<file path="config.mk">
export PLATFORM = sky130hd
export DESIGN_NAME = alu_pipe
export DESIGN_NICKNAME = d
export VERILOG_FILES = /design/src/rtl/alu_pkg.sv /design/src/rtl/alu_mul_seq.sv /design/src/rtl/alu_pipe.sv
export SDC_FILE = /design/constraint.sdc
export NUM_CORES = 1
export LEC_CHECK = 0
export CORE_ASPECT_RATIO = 2
export CORE_MARGIN = 1
export CORE_UTILIZATION = 35
export CTS_BUF_LIST = sky130_fd_sc_hd__clkbuf_4
export CTS_CLUSTER_SIZE = 14
export DETAILED_ROUTE_END_ITERATION = 10
export PLACE_DENSITY = 0.57
export RECOVER_POWER = 100
export SLEW_MARGIN = 20
export SYNTH_ARGS = -nofsm -noshare
export SYNTH_HDL_FRONTEND = slang
export SYNTH_SLANG_ARGS = --single-unit
</file>
<file path="constraint.sdc">
create_clock -name clk -period 3.45 [get_ports clk]
set_input_delay 0.345 -clock clk [delete_from_list [all_inputs] [get_ports clk]]
set_output_delay 0.345 -clock clk [all_outputs]
set_load 0.01 [all_outputs]
</file>
<file path="src/rtl/alu_pkg.sv">
// Shared opcode map, flag bit positions and multiply-sequencer states for alu_pipe.
package alu_pkg;

    localparam logic [3:0] OP_PASSA = 4'h0;
    localparam logic [3:0] OP_INC   = 4'h1;
    localparam logic [3:0] OP_DEC   = 4'h2;
    localparam logic [3:0] OP_ADD   = 4'h3;
    localparam logic [3:0] OP_SUB   = 4'h4;
    localparam logic [3:0] OP_AND   = 4'h5;
    localparam logic [3:0] OP_OR    = 4'h6;
    localparam logic [3:0] OP_SHL   = 4'h7;
    localparam logic [3:0] OP_SHR   = 4'h8;
    localparam logic [3:0] OP_NOTB  = 4'h9;
    localparam logic [3:0] OP_SETC  = 4'hA;
    localparam logic [3:0] OP_CLRC  = 4'hB;
    localparam logic [3:0] OP_MUL   = 4'hC;
    localparam logic [3:0] OP_ADC   = 4'hD;
    localparam logic [3:0] OP_SBB   = 4'hE;
    localparam logic [3:0] OP_PASSB = 4'hF;

    localparam int FLG_Z = 0;
    localparam int FLG_N = 1;
    localparam int FLG_C = 2;
    localparam int FLG_V = 3;

    typedef enum logic [1:0] {
        ST_IDLE = 2'd0,
        ST_MUL  = 2'd1,
        ST_DONE = 2'd2
    } alu_state_e;

endpackage

</file>
<file path="src/rtl/alu_mul_seq.sv">
// Iterative shift-add unsigned multiplier, one partial product per cycle.
// Only compiled when ALU_PIPE_MUL_EN is defined.
`ifdef ALU_PIPE_MUL_EN
module alu_mul_seq #(
    parameter int WIDTH = 16
) (
    input  logic                 clk,
    input  logic                 rst,
    input  logic                 start,
    input  logic [WIDTH-1:0]     a,
    input  logic [WIDTH-1:0]     b,
    output logic                 done,
    output logic [2*WIDTH-1:0]   product
);

    localparam int CW = $clog2(WIDTH + 1);

    logic [2*WIDTH-1:0] acc_q, acc_d;
    logic [2*WIDTH-1:0] mcand_q, mcand_d;
    logic [WIDTH-1:0]   mplier_q, mplier_d;
    logic [CW-1:0]      cnt_q, cnt_d;

    always_comb begin
        acc_d    = acc_q;
        mcand_d  = mcand_q;
        mplier_d = mplier_q;
        cnt_d    = cnt_q;
        if (start) begin
            acc_d    = '0;
            mcand_d  = {{WIDTH{1'b0}}, a};
            mplier_d = b;
            cnt_d    = CW'(WIDTH);
        end else if (cnt_q != '0) begin
            if (mplier_q[0]) begin
                acc_d = acc_q + mcand_q;
            end
            mcand_d  = mcand_q << 1;
            mplier_d = mplier_q >> 1;
            cnt_d    = cnt_q - CW'(1);
        end
    end

    always_ff @(posedge clk or posedge rst) begin
        if (rst) begin
            acc_q    <= '0;
            mcand_q  <= '0;
            mplier_q <= '0;
            cnt_q    <= '0;
        end else begin
            acc_q    <= acc_d;
            mcand_q  <= mcand_d;
            mplier_q <= mplier_d;
            cnt_q    <= cnt_d;
        end
    end

    // High during the final step: product is complete from the next cycle on.
    assign done    = (cnt_q == CW'(1));
    assign product = acc_q;

endmodule
`endif

</file>
<file path="src/rtl/alu_pipe.sv">
// Handshaked ALU with registered result and architectural Z/N/C/V flag register.
// Define ALU_PIPE_MUL_EN to compile in the multi-cycle multiplier for opcode 1100.
//
// state   | meaning
// IDLE    | accepting ops, single-cycle results load on accept
// MUL     | shift-add multiplier iterating, input stalled
// DONE    | product final, loads out/out_valid/flags this edge
module alu_pipe
    import alu_pkg::*;
#(
    parameter int WIDTH = 16
) (
    input  logic             clk,
    input  logic             rst,
    input  logic             in_valid,
    output logic             in_ready,
    input  logic [3:0]       alu_op,
    input  logic [WIDTH-1:0] input_1,
    input  logic [WIDTH-1:0] input_2,
    output logic             out_valid,
    input  logic             out_ready,
    output logic [WIDTH-1:0] out,
    output logic [3:0]       flags,
    input  logic             write_flag,
    input  logic [3:0]       input_flags
);

    localparam int MSB = WIDTH - 1;
    localparam logic [WIDTH-1:0] W_AMT = WIDTH'(WIDTH);

    logic [WIDTH-1:0] out_q, out_d;
    logic             out_valid_q, out_valid_d;
    logic [3:0]       flags_q, flags_d;

    logic             out_free, fire, single_fire;
    logic             mul_load;
    logic [WIDTH-1:0] mul_res;
    logic [3:0]       mul_flags;

    logic [WIDTH-1:0] res;
    logic [WIDTH:0]   sum;
    logic [WIDTH:0]   shl_ext, shr_ext;
    logic             c_new, v_new, zn_upd, v_upd;
    logic [3:0]       alu_flags;

    assign out_free = !out_valid_q || out_ready;
    assign fire     = in_valid && in_ready;

`ifdef ALU_PIPE_MUL_EN
    alu_state_e         state_q, state_d;
    logic               mul_start, mul_done;
    logic [2*WIDTH-1:0] mul_prod;

    alu_mul_seq #(.WIDTH(WIDTH)) u_mul (
        .clk     (clk),
        .rst     (rst),
        .start   (mul_start),
        .a       (input_1),
        .b       (input_2),
        .done    (mul_done),
        .product (mul_prod)
    );

    always_comb begin
        state_d   = state_q;
        mul_start = 1'b0;
        case (state_q)
            ST_IDLE: begin
                if (fire && alu_op == OP_MUL) begin
                    state_d   = ST_MUL;
                    mul_start = 1'b1;
                end
            end
            ST_MUL:  if (mul_done) state_d = ST_DONE;
            ST_DONE: state_d = ST_IDLE;
            default: state_d = ST_IDLE;
        endcase
    end

    always_ff @(posedge clk or posedge rst) begin
        if (rst) state_q <= ST_IDLE;
        else     state_q <= state_d;
    end

    assign in_ready    = (state_q == ST_IDLE) && out_free;
    assign single_fire = fire && (alu_op != OP_MUL);
    assign mul_load    = (state_q == ST_DONE);
    assign mul_res     = mul_prod[WIDTH-1:0];
    assign mul_flags   = {(mul_prod[2*WIDTH-1:WIDTH] != '0),
                          (mul_prod[2*WIDTH-1:WIDTH] != '0),
                          mul_prod[MSB],
                          (mul_prod[WIDTH-1:0] == '0)};
`else
    assign in_ready    = out_free;
    assign single_fire = fire;
    assign mul_load    = 1'b0;
    assign mul_res     = '0;
    assign mul_flags   = 4'b0000;
`endif

    // Shift helpers: the bit pushed out lands in shl_ext[WIDTH] / shr_ext[0].
    assign shl_ext = {1'b0, input_1} << input_2;
    assign shr_ext = {input_1, 1'b0} >> input_2;

    always_comb begin
        res    = input_1;
        sum    = '0;
        c_new  = flags_q[FLG_C];
        v_new  = 1'b0;
        zn_upd = 1'b1;
        v_upd  = 1'b1;
        case (alu_op)
            OP_PASSA: res = input_1;
            OP_INC: begin
                sum   = {1'b0, input_1} + {{WIDTH{1'b0}}, 1'b1};
                res   = sum[WIDTH-1:0];
                c_new = sum[WIDTH];
                v_new = !input_1[MSB] && res[MSB];
            end
            OP_DEC: begin
                sum   = {1'b0, input_1} - {{WIDTH{1'b0}}, 1'b1};
                res   = sum[WIDTH-1:0];
                c_new = sum[WIDTH];
                v_new = input_1[MSB] && !res[MSB];
            end
            OP_ADD, OP_ADC: begin
                sum   = {1'b0, input_1} + {1'b0, input_2}
                      + {{WIDTH{1'b0}}, (alu_op == OP_ADC) && flags_q[FLG_C]};
                res   = sum[WIDTH-1:0];
                c_new = sum[WIDTH];
                v_new = (input_1[MSB] == input_2[MSB]) && (res[MSB] != input_1[MSB]);
            end
            OP_SUB, OP_SBB: begin
                sum   = {1'b0, input_1} - {1'b0, input_2}
                      - {{WIDTH{1'b0}}, (alu_op == OP_SBB) && flags_q[FLG_C]};
                res   = sum[WIDTH-1:0];
                c_new = sum[WIDTH];
                v_new = (input_1[MSB] != input_2[MSB]) && (res[MSB] != input_1[MSB]);
            end
            OP_AND:  res = input_1 & input_2;
            OP_OR:   res = input_1 | input_2;
            OP_SHL, OP_SHR: begin
                if (input_2 == '0) begin
                    res = input_1;
                end else if (input_2 > W_AMT) begin
                    res   = '0;
                    c_new = 1'b0;
                end else if (alu_op == OP_SHL) begin
                    res   = shl_ext[WIDTH-1:0];
                    c_new = shl_ext[WIDTH];
                end else begin
                    res   = shr_ext[WIDTH:1];
                    c_new = shr_ext[0];
                end
            end
            OP_NOTB: res = ~input_2;
            OP_SETC, OP_CLRC: begin
                res    = input_1;
                c_new  = (alu_op == OP_SETC);
                zn_upd = 1'b0;
                v_upd  = 1'b0;
            end
            OP_MUL:   res = input_1;
            OP_PASSB: res = input_2;
            default:  res = input_1;
        endcase

        alu_flags = flags_q;
        if (zn_upd) begin
            alu_flags[FLG_Z] = (res == '0);
            alu_flags[FLG_N] = res[MSB];
        end
        alu_flags[FLG_C] = c_new;
        if (v_upd) alu_flags[FLG_V] = v_new;
    end

    always_comb begin
        out_d       = out_q;
        out_valid_d = out_valid_q;
        flags_d     = flags_q;
        if (single_fire) begin
            out_d       = res;
            out_valid_d = 1'b1;
        end else if (mul_load) begin
            out_d       = mul_res;
            out_valid_d = 1'b1;
        end else if (out_ready) begin
            out_valid_d = 1'b0;
        end
        // A direct flag load wins; the colliding op still delivers its result.
        if (write_flag)       flags_d = input_flags;
        else if (single_fire) flags_d = alu_flags;
        else if (mul_load)    flags_d = mul_flags;
    end

    always_ff @(posedge clk or posedge rst) begin
        if (rst) begin
            out_q       <= '0;
            out_valid_q <= 1'b0;
            flags_q     <= 4'b0000;
        end else begin
            out_q       <= out_d;
            out_valid_q <= out_valid_d;
            flags_q     <= flags_d;
        end
    end

    assign out       = out_q;
    assign out_valid = out_valid_q;
    assign flags     = flags_q;

endmodule

</file>
==> metrics.yaml, run 1 <==
final_antenna_net_count: 0
finalNetCount: 1376
ys_types: 80
cts.htree.levels: 1
final_area_um2: 10200
fin_skew_ns: 0.00253
required_ns: 3.70
portBuffers: 66
pwr-share-seq: 0.143
cts_buffers: 3
yosys_warnings: 0
synth_compound_area_frac: 0.307
ys_seq_area_frac: 0.0798
clockRootBuffer: "clkbuf_4"
worstPathArrival_ns: 3.90
max_cap_violations: 0
min_path_cells: 2
clk_transition_reported_paths_ns: 0.11
placed_cell_area_um2: 9770
tritoncts: "built"
power.internal_uw: 1210
r2r_cells: 13
synthXorXnorAreaFrac: 0.0492
p_sw_frac: 0.459
finalHoldViolCount: 0
cp_max_fo: 12
fillers: 1847
dp_hpwl_um: 31200
status: "complete, but fails checks"
n_antenna_cell: 0
multi_input_area_um2: 5960
netlist_instances: 927
die_width_um: 99.0
setup.worst_path.end_class: "flop"
power.clock.fraction: 0.056
total_power_uw: 2240
cts.sinks: 21
hold_class: "reg2reg"
ys_seq_elements: 21
peakVddDrop_v: 0.000117
synthMuxAreaShare: 0.104
track_usage: 0.382
wl_met3_um: 2080
synth_edf_count: 0
start_util: 0.358
synthToLayoutAreaGrowth_pct: 55.5
synthAdderAreaFrac: 0.137
fin_ws_ns: -0.194
r2r_slack_ns: -0.17
combPwrFrac: 0.801
dieArea_um2: 19400
ios: 67
regArea_um2: 527
dr_wl_met2_um: 18400
tightestPinTransition_ns: 0.774
fin_setup_tns_ns: -0.234
drc_errors: 0
cts_max_path_buffers: 2
maxSlewHeadroom: 0.483
grt_setup_unrepaired: "yes"
fin_crit_ns: 3.64
synth_nets: 1042
firstDrtPassIters: 5
viasPerCell: 6.14
fmax_mhz: 274
p_per_area_nw_per_um2: 218
slew_viol_final: 0
post-route-period-util: 1.06
wire_per_inst_um: 25.2
clk_latency_ns: 0.31
p_leak_uw: 0.00461
grt_max_degree: 34
core_um2: 18400
gp_congestion: 1.06
topRoutingLayerUsed: "met4"
syn_area_per_cell_um2: 7.11
drt_wl_total_um: 37200
grt_pass1_wl_um: 54400
syn_area_um2: 6590
criticalPathCategory: "in2reg"
grt_pass1_vias: 8986
synth_top_family_by_area: "compound AO/OA/AOI/OAI gates"
setup.worst_path.start_class: "primary input"
grt_overflow: 0
dieHeight_um: 196
vias: 9066
violations: "negative setup slack"
async_flop_share: 1.00
holdWs_ns: 0.483
antenna_found_initial: 0
synthFlopType: "dfrtp_1"
synthSimpleGateAreaFrac: 0.242
p_switching_uw: 1030
setup_viol_count_final: 3
drtIter0Drc: 620
wl_met1_um: 12100
num_rows: 70
final_layout_size_suffix_gt1_frac: 0.357
critical path: stages:
cell and delay, ns:
clkdlybuf4s50_1 0.42, buf_4 0.20, or4_4 0.59, nor4_2 0.22, o221ai_1 0.18, a211o_1 0.35, a221oi_2 0.25, a32o_1 0.24
o311ai_1 0.11, a2111o_1 0.40, or4_4 0.44, o21ai_2 0.14
repair_timing:
| item | in CTS | in global routing |
|---|---|---|
| gates resized for setup | 51 | 48 |
| setup buffers | 7 | 2 |
| gates cloned | 0 | 0 |
| pin swaps | 30 | 32 |
| hold buffers | 0 | 0 |
| setup endpoints to repair | 10 | 10 |
logic make-up after synthesis:
kind of cell | Yosys count
XOR/XNOR | 37
buffers and inverters | 133
multiplexers | 57
AO/OA/AOI/OAI | 300
AND/OR/NAND/NOR | 309
adder cells (fa/ha/maj) | 70
flip-flops | 21
layout make-up:
class,instances,share of cell area
sequential,21,0.0514
clock buffer,4,0.00293
timing repair buffer,400,0.315
inverter,62,0.0230
tap,216,0.0264
multi-input combinational,773,0.582
synthesized netlist by cell type, types with 9 or more instances:
cell | number | area [um2]
o221ai_1 | 9 | 78.8
o21ai_0 | 66 | 330
ha_1 | 66 | 826
nand2_1 | 69 | 259
a21oi_1 | 60 | 300
clkbuf_1 | 41 | 154
inv_1 | 60 | 225
nand4_1 | 12 | 75.1
o31ai_1 | 10 | 75.1
o21a_1 | 9 | 67.6
nand2b_1 | 14 | 87.6
mux2i_1 | 36 | 360
nor3_1 | 30 | 150
nor4_1 | 13 | 81.3
a211oi_1 | 18 | 135
and3_1 | 12 | 75.1
xnor2_1 | 30 | 263
buf_2 | 19 | 95.1
a31oi_1 | 18 | 113
nor2_1 | 74 | 278
o22ai_1 | 15 | 93.8
dfrtp_1 | 21 | 526
o211ai_1 | 11 | 82.6
nand3_1 | 24 | 120
mux2_2 | 13 | 146
metrics by stage:
stage	setup slack, ns	utilization	instances
finish	-0.194	0.557	1476
global route	-0.280	0.557	1476
CTS	-0.220	0.544	1474
detailed placement	-0.954	0.531	1463
global placement	-0.980	0.531	1463
floorplan	-0.240	-	927
metal layers:
metal	GRT usage	vias to the layer above
met5	0	-
met4	0.368	0
met3	0.0460	195
met2	0.690	462
met1	0.366	4261
li1	-	4148
power groups by stage:
stage	sequential [uW]	clock [uW]	combinational (uW)
after floorplan	347	0	773
after global placement	325	0	1660
after detailed placement	326	0	1670
after CTS	321	130	1730
after global routing	323	138	1910
final	319	126	1790
path summary, 6_finish.rpt:
check,startpoint,end
worst max-delay path,input_1[2],flags[0]$_DFFE_PP0P_
worst min-delay path,out[5]$_DFFE_PP0P_,out[5]$_DFFE_PP0P_
worst max register to register,flags[2]$_DFFE_PP0P_,flags[0]$_DFFE_PP0P_
worst min register to register,out[5]$_DFFE_PP0P_,out[5]$_DFFE_PP0P_
max in group asynchronous,rst,flags[2]$_DFFE_PP0P_
min in group asynchronous,rst,out[8]$_DFFE_PP0P_
registers in the layout (all words and copies together), names as in the netlist:
name       cells
out_valid      1
flags          4
out           16
cells in the final DEF (no fill, tap or decap), types with 8 or more instances in the layout:
cell type / synthesis / final
buf_4: 3 / 323
nor2_1: 74 / 71
nand2_1: 69 / 69
o21ai_0: 66 / 58
a21oi_1: 60 / 57
ha_1: 66 / 55
inv_1: 60 / 54
mux2i_1: 36 / 36
clkdlybuf4s50_1: 0 / 33
xnor2_1: 30 / 30
nor3_1: 30 / 26
dlygate4sd3_1: 0 / 23
nand3_1: 24 / 22
dfrtp_1: 21 / 20
a211oi_1: 18 / 16
nand2b_1: 14 / 14
a31oi_1: 18 / 14
nor4_1: 13 / 13
o22ai_1: 15 / 13
mux2_2: 13 / 12
nand4_1: 12 / 12
and3_1: 12 / 12
o211ai_1: 11 / 11
o21a_1: 9 / 9
ha_4: 0 / 9
mux4_2: 8 / 8
o31ai_1: 10 / 8
Note: power is estimated with default switching activity, not from simulation.
==> inputs of run 2 (changes only) <==
PLACE_DENSITY = 0.6   (was 0.57)
==> metrics.yaml, run 2 (synthesis gave the netlist of run 1 again) <==
criticalPathCategory: "in2reg"
min_path_cells: 2
grt_pass1_vias: 9149
fin_ws_ns: -0.231
tritoncts: "built"
dp_hpwl_um: 30800
cpPeakStageDelay_ns: 0.58
viasPerCell: 6.21
maxSlewHeadroom: 0.483
stdcell_count: 1460
dieHeight_um: 196
setup.worst_path.start_class: "primary input"
grt_pass1_wl_um: 54800
violations: "negative setup slack"
clockRootBuffer: "clkbuf_4"
grt_overflow: 0
grt_setup_unrepaired: "yes"
clk_transition_reported_paths_ns: 0.11
grt_max_degree: 26
gp_congestion: 1.09
postCtsHoldBufs: 0
peakVddDrop_v: 0.000127
hold_class: "reg2reg"
core_um2: 18400
status: "complete, but fails checks"
firstDrtPassIters: 5
final_cell_mix: "buf_4, nor2_1, nand2_1, ha_1, o21ai_0"
finalNetCount: 1359
setup_viol_count_final: 3
dieArea_um2: 19400
wire_per_inst_um: 25.6
cts.sinks: 21
synthToLayoutAreaGrowth_pct: 53.5
start_util: 0.358
portBuffers: 66
antenna_found_initial: 1
drt_wl_total_um: 37400
worstPathArrival_ns: 3.94
slew_viol_final: 0
clk_latency_ns: 0.32
dp_cells: 1449
p_per_area_nw_per_um2: 219
path_cells: "clkdlybuf4s50_1 -> buf_4 -> or4_4 -> buf_6 -> nor2_4 -> xnor2_1 -> a221o_1 -> a221o_1 -> o22ai_2 -> nand4b_1 -> a2111o_1 -> or4_4 -> o21ai_1"
cts.htree.levels: 1
p_leak_uw: 0.00453
cts_buffers: 3
cts_max_path_buffers: 2
setup.worst_path.end_class: "flop"
drc_errors: 0
layout_commonest_cell: "buf_4"
die_width_um: 99.0
drtIter0Drc: 569
track_usage: 0.386
required_ns: 3.71
fin_crit_ns: 3.68
final_layout_size_suffix_gt1_frac: 0.339
r2r_cells: 13
post-route-period-util: 1.07
max_cap_violations: 0
num_rows: 70
cp_max_fo: 9
fmax_mhz: 272
fin_skew_ns: 0.00617
cp_slowest_cell: "or4_4"
vias: 9064
dp_slack_ns: -0.980
finalHoldViolCount: 0
fin_setup_tns_ns: -0.265
final_antenna_net_count: 0
largest_reg_flops: 16
tightestPinTransition_ns: 0.775
ios: 67
total_power_uw: 2210
run 2: cell count changes in the layout (fill, tap and decap cells not counted), moves of 3 or more:
cell,previous run,this run
buf_4,323,306
nor4_4,0,3
nor4_1,13,9
o21ai_2,7,4
dlygate4sd2_1,5,8
o21ai_1,5,8
a221oi_2,4,1
ha_4,9,4
ha_1,55,61
run 2: layout make-up:
type / count / area, um2
fill: 1806 / 8280
multi-input combinational: 773 / 5950
timing repair buffer: 383 / 3090
sequential: 21 / 527
tap: 216 / 270
inverter: 62 / 235
clock buffer: 4 / 30.0
antenna: 1 / 2.50
run 2: final timing paths:
| path | startpoint | end | slack (ns) |
|---|---|---|---|
| max in group asynchronous | rst | flags[2]$_DFFE_PP0P_ | 2.33 |
| worst min register to register | out[5]$_DFFE_PP0P_ | out[5]$_DFFE_PP0P_ | 0.48 |
| worst max-delay path | input_1[3] | flags[0]$_DFFE_PP0P_ | -0.23 |
| worst max register to register | flags[2]$_DFFE_PP0P_ | flags[0]$_DFFE_PP0P_ | -0.17 |
| worst min-delay path | out[5]$_DFFE_PP0P_ | out[5]$_DFFE_PP0P_ | 0.48 |
| min in group asynchronous | rst | out[10]$_DFFE_PP0P_ | 0.59 |
run 2: layer usage:
metal | global-route usage | vias up | part of all wire
met5 | 0 | - | 0
met2 | 0.668 | 505 | 0.48
met4 | 0.411 | 0 | 0.13
met3 | 0.0527 | 229 | 0.067
met1 | 0.373 | 4226 | 0.32
li1 | - | 4104 | -
run 2: through the flow:
step                       util  hold slack (ns)  cell area (um2)
after global routing      0.550            0.511            10100
after CTS                 0.537            0.467             9890
after floorplan               -            0.322             6690
after global placement    0.527            0.463             9680
final                     0.550            0.482            10100
after detailed placement  0.527            0.469             9690
run 2: report_power, final:
group,switching (uW),internal (uW)
Sequential,23.8,294
Combinational,926,842
Clock,74.1,53.3
run 2: timing repair:
action | CTS | global route
setup endpoints to repair | 11 | 10
pin swaps | 19 | 17
gates resized for setup | 53 | 44
buffers inserted | 2 | 6
run 2: critical path, delay by kind of cell:
kind / cells / cell delay, ns
AOI/OAI and AO/OA: 5 / 1.42
xor gates and xnor gates: 1 / 0.09
buffers and inverters: 3 / 0.75
and+or+nand+nor: 4 / 1.32
==> inputs of run 3 (changes only) <==
MAX_ROUTING_LAYER = met4   (was default)
==> metrics.yaml, run 3 (synthesis gave the netlist of run 1 again) <==
finalHoldViolCount: 0
setup.worst_path.end_class: "flop"
power.clock.fraction: 0.052
setup.worst_path.start_class: "flop"
fmax_mhz: 266
cts.sinks: 21
tritoncts: "built"
rr_endpoint: "flags[0]$_DFFE_PP0P_"
firstDrtPassIters: 5
fin_skew_ns: 0.000614
final_cell_mix: "buf_4, nor2_1, nand2_1, ha_1"
worstPathArrival_ns: 4.00
n_antenna_cell: 0
required_ns: 3.70
dp_hpwl_um: 31300
ios: 67
path_depth: 15
track_usage: 0.401
fin_util: 0.559
final_layout_size_suffix_gt1_frac: 0.347
p_switching_uw: 1040
cts.htree.levels: 1
cts_buffers: 3
postCtsHoldBufs: 0
regArea_um2: 527
p_sw_frac: 0.462
cpLargestDelayFamily: "simple AND/OR/NAND/NOR gates"
grt_pass1_wl_um: 55100
num_rows: 70
maxSlewHeadroom: 0.474
worstSetupEndpoint: "flags[0]$_DFFE_PP0P_"
fin_ws_ns: -0.307
cpPeakStageDelay_ns: 0.55
post-route-period-util: 1.09
power.internal_uw: 1220
antenna_found_initial: 0
stdcell_count: 1475
r2r_slack_ns: -0.31
slew_viol_final: 0
r2r_cells: 15
tightestPinTransition_ns: 0.783
grt_setup_unrepaired: "yes"
dp_slack_ns: -1.02
portBuffers: 66
combPwrFrac: 0.807
cts_max_path_buffers: 2
hold_class: "reg2reg"
grt_pass1_vias: 9096
setup_viol_count_final: 6
clk_latency_ns: 0.31
peakVddDrop_v: 0.000136
dieArea_um2: 19400
final_antenna_net_count: 0
cp_slowest_cell: "or4_1"
wire_per_inst_um: 25.7
r2r_start: "flags[2]$_DFFE_PP0P_"
die_width_um: 99.0
p_per_area_nw_per_um2: 220
clockRootBuffer: "clkbuf_4"
dieHeight_um: 196
fin_crit_ns: 3.76
cp-startpoint: "flags[2]$_DFFE_PP0P_"
synthToLayoutAreaGrowth_pct: 56.0
drc_errors: 0
viasPerCell: 6.14
core_um2: 18400
layout_commonest_cell: "buf_4"
gp_congestion: 1.11
max_cap_violations: 0
cp_max_fo: 3
multi_input_area_um2: 5970
min_from: "out[5]$_DFFE_PP0P_"
fillers: 1809
drt_wl_total_um: 38000
p_leak_uw: 0.00463
grt_max_degree: 40
start_util: 0.358
clk_transition_reported_paths_ns: 0.11
grt_overflow: 0
status: "complete, but fails checks"
path_cells: "nand4_1 -> fa_2 -> fa_2 -> nor2b_2 -> o211ai_1 -> buf_4 -> a31oi_4 -> o41ai_4 -> o21ai_1 -> buf_4 -> nand3_4 -> mux2i_1 -> nand4_1 -> or4_1 -> o21ai_1"
vias: 9053
finalNetCount: 1375
drtIter0Drc: 456
dp_cells: 1462
criticalPathCategory: "reg2reg"
path_buf_inv: 2
violations: "negative setup slack"
largest_reg_flops: 16
pwr-share-seq: 0.141
## run 3: layer usage
metal / GRT usage / vias to the layer above / share of wire
met5: - / - / 0
met1: 0.379 / 4290 / 0.32
li1: - / 4134 / -
met4: 0.394 / 0 / 0.12
met3: 0.0413 / 200 / 0.054
met2: 0.692 / 429 / 0.50
## run 3: worst min-delay path by stage
stage,to,depth (start not counted)
3_5_place_dp,out[0]$_DFFE_PP0P_,2
4_1_cts,out[8]$_DFFE_PP0P_,2
2_1_floorplan,flags[0]$_DFFE_PP0P_,1
6_report,out[5]$_DFFE_PP0P_,2
3_3_place_gp,out[4]$_DFFE_PP0P_,2
5_1_grt,out[1]$_DFFE_PP0P_,2
## run 3: layout make-up
class,count,share of cell area
clock buffers,3,0.00219
clock inverters,1,0.000487
inverters,62,0.0229
multi-input cells,773,0.581
flip-flops and latches,21,0.0513
well taps,216,0.0263
repair buffers,399,0.316
## run 3: per-stage QoR
stage | cell area (um2) | setup TNS (ns) | power, uW | hold WS, ns
2_1_floorplan | 6690 | -0.240 | 1120 | 0.322
3_3_place_gp | 9810 | -11.45 | 2000 | 0.462
3_5_place_dp | 9810 | -11.59 | 2000 | 0.469
4_1_cts | 10000 | -0.882 | 2170 | 0.486
5_1_grt | 10300 | -1.61 | 2390 | 0.520
6_report | 10300 | -0.703 | 2260 | 0.483
## run 3: tightest hold or removal path, cell delays in order (launching register included)
cell	delay, ns
dfrtp_1	0.35
nand2_1	0.04
o21ai_0	0.06
## run 3: repair_timing
action,in CTS,in global routing
pin swaps,31,35
gates cloned,0,0
gates resized for setup,44,54
buffers inserted,5,9
setup endpoints to repair,17,11
## run 3: power groups by stage
stage	registers (uW)	clock network, uW	logic (uW)
final	319	117	1820
after detailed placement	326	0	1680
after floorplan	347	0	773
after global routing	325	127	1930
after CTS	321	125	1720
after global placement	325	0	1670
